File: src/rtl/bcd_pkg.sv
// Shared definitions for the packed-BCD subtractor: FSM state encoding,
// decimal digit limits and a helper that flags a nibble as a legal BCD digit.
// Latency: n/a (types and constants only). Backpressure: n/a.
package bcd_pkg;

  typedef enum logic [1:0] {
    IDLE = 2'd0,
    LO   = 2'd1,
    HI   = 2'd2,
    DONE = 2'd3
  } state_t;

  localparam logic [3:0] BCD_MAX   = 4'd9;
  localparam logic [4:0] BCD_RADIX = 5'd10;

  function automatic logic digit_valid(input logic [3:0] n);
    return (n <= BCD_MAX);
  endfunction

endpackage

File: src/rtl/bcd_digit_sub.sv
// One decimal digit of subtraction: d = x - y - b_in, folded back into 0..9.
// Latency: purely combinational. Backpressure: none.
// Ports: x, y (BCD digits), b_in (borrow in) -> d (BCD digit), b_out (borrow out).
module bcd_digit_sub
  import bcd_pkg::*;
(
  input  logic [3:0] x,
  input  logic [3:0] y,
  input  logic       b_in,
  output logic [3:0] d,
  output logic       b_out
);

  // Five bits so that a negative raw difference shows up in bit 4.
  logic [4:0] w_raw;

  assign w_raw = {1'b0, x} - {1'b0, y} - {4'd0, b_in};
  assign b_out = w_raw[4];
  // A negative digit is lifted by the radix; modulo 16 lands it in 0..9.
  assign d     = b_out ? (w_raw[3:0] + BCD_RADIX[3:0]) : w_raw[3:0];

endmodule

File: src/rtl/bcd_sub8_seq.sv
// Two-digit packed-BCD subtractor computing A - B - borrow_in, one digit per cycle.
// Latency: done 2 edges after an accepted start (1 edge for out-of-range operands).
// Backpressure: start is only sampled in IDLE; starts while busy/done are dropped.
// Ports: clk, reset (async, active-high); start, A, B, borrow_in in;
//        busy, done, DIFF, borrow_out, out_of_range out (results held until next completion).
module bcd_sub8_seq
  import bcd_pkg::*;
(
  input  logic       clk,
  input  logic       reset,
  input  logic       start,
  input  logic [7:0] A,
  input  logic [7:0] B,
  input  logic       borrow_in,
  output logic       busy,
  output logic       done,
  output logic [7:0] DIFF,
  output logic       borrow_out,
  output logic       out_of_range
);

  state_t     r_state;
  state_t     w_next;
  logic [7:0] r_a;
  logic [7:0] r_b;
  logic       r_bin;
  logic       r_inval;
  logic [3:0] r_lo;    // low digit parked here until the whole result is ready
  logic       r_brw;   // borrow carried from the low digit into the high digit
  logic [7:0] r_diff;
  logic       r_borrow_out;
  logic       r_oor;

  logic       w_inval;
  logic       w_busy;
  logic       w_done;
  logic [3:0] w_x;
  logic [3:0] w_y;
  logic       w_bi;
  logic [3:0] w_d;
  logic       w_bout;

  assign w_inval = !(digit_valid(A[3:0]) && digit_valid(A[7:4]) &&
                     digit_valid(B[3:0]) && digit_valid(B[7:4]));

  // Single digit slice shared between LO and HI; the state picks the nibbles.
  assign w_x  = (r_state == HI) ? r_a[7:4] : r_a[3:0];
  assign w_y  = (r_state == HI) ? r_b[7:4] : r_b[3:0];
  assign w_bi = (r_state == HI) ? r_brw    : r_bin;

  bcd_digit_sub u_digit (
    .x     (w_x),
    .y     (w_y),
    .b_in  (w_bi),
    .d     (w_d),
    .b_out (w_bout)
  );

  always_comb begin
    w_next = r_state;
    w_busy = 1'b0;
    w_done = 1'b0;
    case (r_state)
      IDLE: if (start) w_next = LO;
      LO: begin
        w_busy = 1'b1;
        w_next = r_inval ? DONE : HI;
      end
      HI: begin
        w_busy = 1'b1;
        w_next = DONE;
      end
      DONE: begin
        w_done = 1'b1;
        w_next = IDLE;
      end
      default: w_next = IDLE;
    endcase
  end

  always_ff @(posedge clk or posedge reset) begin
    if (reset) begin
      r_state      <= IDLE;
      r_a          <= 8'h00;
      r_b          <= 8'h00;
      r_bin        <= 1'b0;
      r_inval      <= 1'b0;
      r_lo         <= 4'h0;
      r_brw        <= 1'b0;
      r_diff       <= 8'h00;
      r_borrow_out <= 1'b0;
      r_oor        <= 1'b0;
    end else begin
      r_state <= w_next;
      case (r_state)
        IDLE: begin
          if (start) begin
            r_a     <= A;
            r_b     <= B;
            r_bin   <= borrow_in;
            r_inval <= w_inval;
          end
        end
        LO: begin
          if (r_inval) begin
            r_diff       <= 8'h00;
            r_borrow_out <= 1'b0;
            r_oor        <= 1'b1;
          end else begin
            r_lo  <= w_d;
            r_brw <= w_bout;
          end
        end
        HI: begin
          r_diff       <= {w_d, r_lo};
          r_borrow_out <= w_bout;
          r_oor        <= 1'b0;
        end
        default: ;
      endcase
    end
  end

  assign busy         = w_busy;
  assign done         = w_done;
  assign DIFF         = r_diff;
  assign borrow_out   = r_borrow_out;
  assign out_of_range = r_oor;

endmodule

File: config.mk
export PLATFORM = sky130hd
export DESIGN_NAME = bcd_sub8_seq
export DESIGN_NICKNAME = d
export VERILOG_FILES = /design/src/rtl/bcd_pkg.sv /design/src/rtl/bcd_digit_sub.sv /design/src/rtl/bcd_sub8_seq.sv
export SDC_FILE = /design/constraint.sdc
export NUM_CORES = 1
export LEC_CHECK = 0
export BUFFER_PORTS_ARGS = -buffer_cell sky130_fd_sc_hd__buf_4
export CAP_MARGIN = 20
export CORE_UTILIZATION = 50
export CTS_BUF_LIST = sky130_fd_sc_hd__clkbuf_4 sky130_fd_sc_hd__clkbuf_8
export CTS_CLUSTER_DIAMETER = 60
export CTS_CLUSTER_SIZE = 30
export DETAILED_ROUTE_END_ITERATION = 8
export GPL_ROUTABILITY_DRIVEN = 0
export PLACE_DENSITY = 0.76
export SLEW_MARGIN = 25
export SYNTH_ARGS = -nofsm -noshare
export SYNTH_HDL_FRONTEND = slang
export SYNTH_SLANG_ARGS = --single-unit
File: constraint.sdc
create_clock -name clk -period 3.3 [get_ports clk]
set_clock_uncertainty 0.1 [all_clocks]
set_input_delay 0.165 -clock clk [delete_from_list [all_inputs] [get_ports clk]]
set_output_delay 0.165 -clock clk [all_outputs]
set_load 0.1 [all_outputs]
==> results summary <==
The flow ran to the end, and the final reports show no timing, DRC or antenna violations. The count of unresolved DRC violations after routing came out at 0. Buffers inserted during clock tree synthesis total 5. The via count of the first global-routing pass was 1303. The data required time of the critical path came out at 3.41 ns.

The library cell appearing most often on the critical path is o22ai_1. The CTS root buffer is clkbuf_4. The share of the cycle needed by the critical path after routing came out at 94.3%. The final period demand of the worst path is 3.11 ns. The global routing met1 resource utilization is 21.6%. The category of the critical setup timing path is flop to flop.

The HPWL after detailed placement is 2.49 mm. The average wire per standard cell is 14.0 µm. The core footprint is 3360 µm². The post-synthesis average cell area came out at 11.9 µm². The leftover overflow at the end of global routing came out at 0.

The largest net degree at the start of global routing came out at 36. The depth of the CTS H-tree came out at 2. The cell count after synthesis came out at 149. The synthesis-to-finish area growth is 32.3%. The DRC violation total after the first TritonRoute iteration is 78. The clock latency on the worst-skew pair is 0.34 ns. In this run the vertical extent of the chip is 61.6 µm.

The starting density of the core is 52.8%. The arrival time at the worst endpoint came out at 3.23 ns. STA classifies the critical path endpoint as a flop. Along the worst path, the maximum fanout reaches 4. The met3 usage came out at 5.04%. Walking the worst path, the cells encountered are inv_2 > ha_2 > mux2_2 > fa_1 > inv_1 > fa_2 > xor2_1 > ha_4 > o22ai_1 > o22ai_1 > nor3_2 > o21ai_0. The remaining antenna violation count came out at 0. The number of vias per cell came out at 5.19. Across all layers, the routed design uses 1312 vias.

The path class of the lowest-slack min-delay path is primary input to flop. The number of nets in the synthesized netlist is 181. The floorplan step set the die width to 61.6 µm.

The critical path contains buffers and inverters numbering 2 combined. The global-route usage over all layers came out at 20.2%. The global routing stage identified its most utilized layer as met2.

The number of endpoints with negative hold slack in the final report is 0. During I/O placement, the number of pins put on the boundary was 32. The count of final max-slew check failures came out at 0. The largest individual stage delay along the critical path comes from the cell dfrtp_1. The maximum clock insertion buffer count is 2. TritonCTS built the clock tree. The count of different cell masters after synthesis came out at 34. The number of cells in the design after placement is 225. The count of max-cap constraint violations came out at 0. The sum of routed wire length over all layers came out at 3.54 mm. The number of nets in the layout is 238. The first-pass GRT wire length is 5.46 mm.

For this run, the top clock speed supported by timing is 0.321 GHz. The area of the mapped netlist came out at 1780 µm². The headroom to the max-slew limit is 49.4%. In the final layout, the share of cells above drive strength 1 is 38.6%.

The number of setup violations in the final report came out at 0. The number of antenna violations at the first check in global routing is 0. In the layout the commonest cells are dfrtp_1, buf_4, mux2_2. The transition time of the tightest slew-check pin came out at 0.757 ns. The number of search-and-repair iterations in the first detailed-routing pass is 4.

The total die area is 3800 µm². The filler-free cell count of the finished design came out at 253. For met2 alone, demand over resource in global routing was 38.1%.

On the critical path the largest part of the delay comes from adder cells. After floorplanning, the core was divided into 21 placement rows. Clock tree synthesis found a total of 35 sinks.

0 antenna diodes ended up in the layout. Counting flops and latches in the post-synthesis netlist gives 35. The delay of the slowest cell on the worst path is 0.43 ns. The number of port buffers came out at 31. Sequential elements use 49.3% of the synthesized area.

The total of warnings raised by yosys came out at 0. STA classifies the critical path startpoint as a flop. The clock-pin transition on the worst setup and hold timing paths is 0.11 ns.
-- Yosys cell counts (all sizes together) --
library cell | instances | area (µm²)
dfrtp | 35 | 876
mux2 | 23 | 259
o21ai | 17 | 88.8
nand2 | 14 | 52.6
ha | 10 | 125
inv | 8 | 30.0
a21oi | 5 | 32.5
a22o | 4 | 35.0
mux2i | 4 | 40.0
and2 | 3 | 21.3
nor3 | 3 | 15.0
buf | 2 | 10.0
fa | 2 | 40.0
nand2b | 2 | 20.0
o22ai | 2 | 12.5
xnor2 | 2 | 17.5
xor2 | 2 | 25.0
a211o | 1 | 8.76
a211oi | 1 | 7.51
a21o | 1 | 7.51
a31oi | 1 | 6.26
a41oi | 1 | 8.76
and3b | 1 | 10.0
clkbuf | 1 | 3.75
nor2 | 1 | 3.75
nor2b | 1 | 6.26
or2b | 1 | 7.51
or3 | 1 | 6.26
-- worst reg2reg max path: cells and delay by family (launching register included) --
| family | cells | cell delay (ns) |
|---|---|---|
| buffers and inverters | 2 | 0.20 |
| xor gates and xnor gates | 1 | 0.28 |
| and+or+nand+nor | 1 | 0.19 |
| muxes | 1 | 0.35 |
| AOI/OAI and AO/OA | 3 | 0.33 |
| DFF | 1 | 0.43 |
| adders and majority gates | 4 | 1.12 |
-- cell type report --
class | count | area, µm²
clock buffers | 7 | 52.6
clock inverters | 1 | 5.00
fillers | 264 | 1010
inverters | 8 | 30.0
multi-input cells | 103 | 887
flip-flops and latches | 35 | 876
well taps | 46 | 57.6
repair buffers | 53 | 443
-- timing repair --
item / 4_1_cts / 5_1_grt
setup endpoints to repair: 1 / 2
setup buffers: 0 / 2
endpoints found under the hold margin: 52 / 0
gates resized for setup: 0 / 7
pin swaps: 1 / 0
hold buffers: 18 / 0
-- sequential cells by signal, summed over array words and instances (netlist names) --
name          flops
r_bin             1
r_lo              4
r_inval           1
out_of_range      1
borrow_out        1
r_a               8
r_brw             1
DIFF              8
r_b               8
r_state           2
-- path summary, 6_finish.rpt --
check	start	end	slack, ns	depth (start not counted)
setup / recovery	r_state[0]	DIFF[6]	0.19	12
hold / removal	start	r_state[1]	0.13	3
setup reg to reg	r_state[0]	DIFF[6]	0.19	12
hold reg to reg	DIFF[5]	DIFF[5]	0.39	2
max in group asynchronous	reset	r_b[7]	2.40	4
min in group asynchronous	reset	r_state[0]	0.38	4
-- cell families after synthesis --
| group | Yosys count | synth area share [%] |
|---|---|---|
| adder cells (fa/ha/maj) | 12 | 9.30 |
| XOR/XNOR | 4 | 2.39 |
| AND/OR/NAND/NOR | 27 | 8.03 |
| AO/OA/AOI/OAI | 33 | 11.7 |
| buffers and inverters | 11 | 2.46 |
| multiplexers | 27 | 16.8 |
| flip-flops | 35 | 49.3 |
-- metal layers --
| layer | share of wire (%) | vias up |
|---|---|---|
| met5 | 0 | - |
| met4 | 1.4 | 0 |
| li1 | - | 644 |
| met2 | 54 | 32 |
| met3 | 2.9 | 6 |
| met1 | 41 | 630 |
-- stage by stage --
stage | util, % | area [µm²] | setup slack [ns] | hold WS [ns] | TNS [ns]
2_1_floorplan | - | 1780 | 0.00586 | 0.216 | 0
3_3_place_gp | 61.5 | 2070 | 0.138 | 0.186 | 0
3_5_place_dp | 61.5 | 2070 | 0.0313 | 0.195 | 0
4_1_cts | 68.6 | 2310 | 0.0156 | 0.117 | 0
5_1_grt | 69.9 | 2350 | -0.00482 | 0.137 | -0.00482
6_report | 69.9 | 2350 | 0.187 | 0.132 | 0
Power is not shown: default switching activity piles up to over one toggle a cycle in this logic, so the estimate is an artifact.
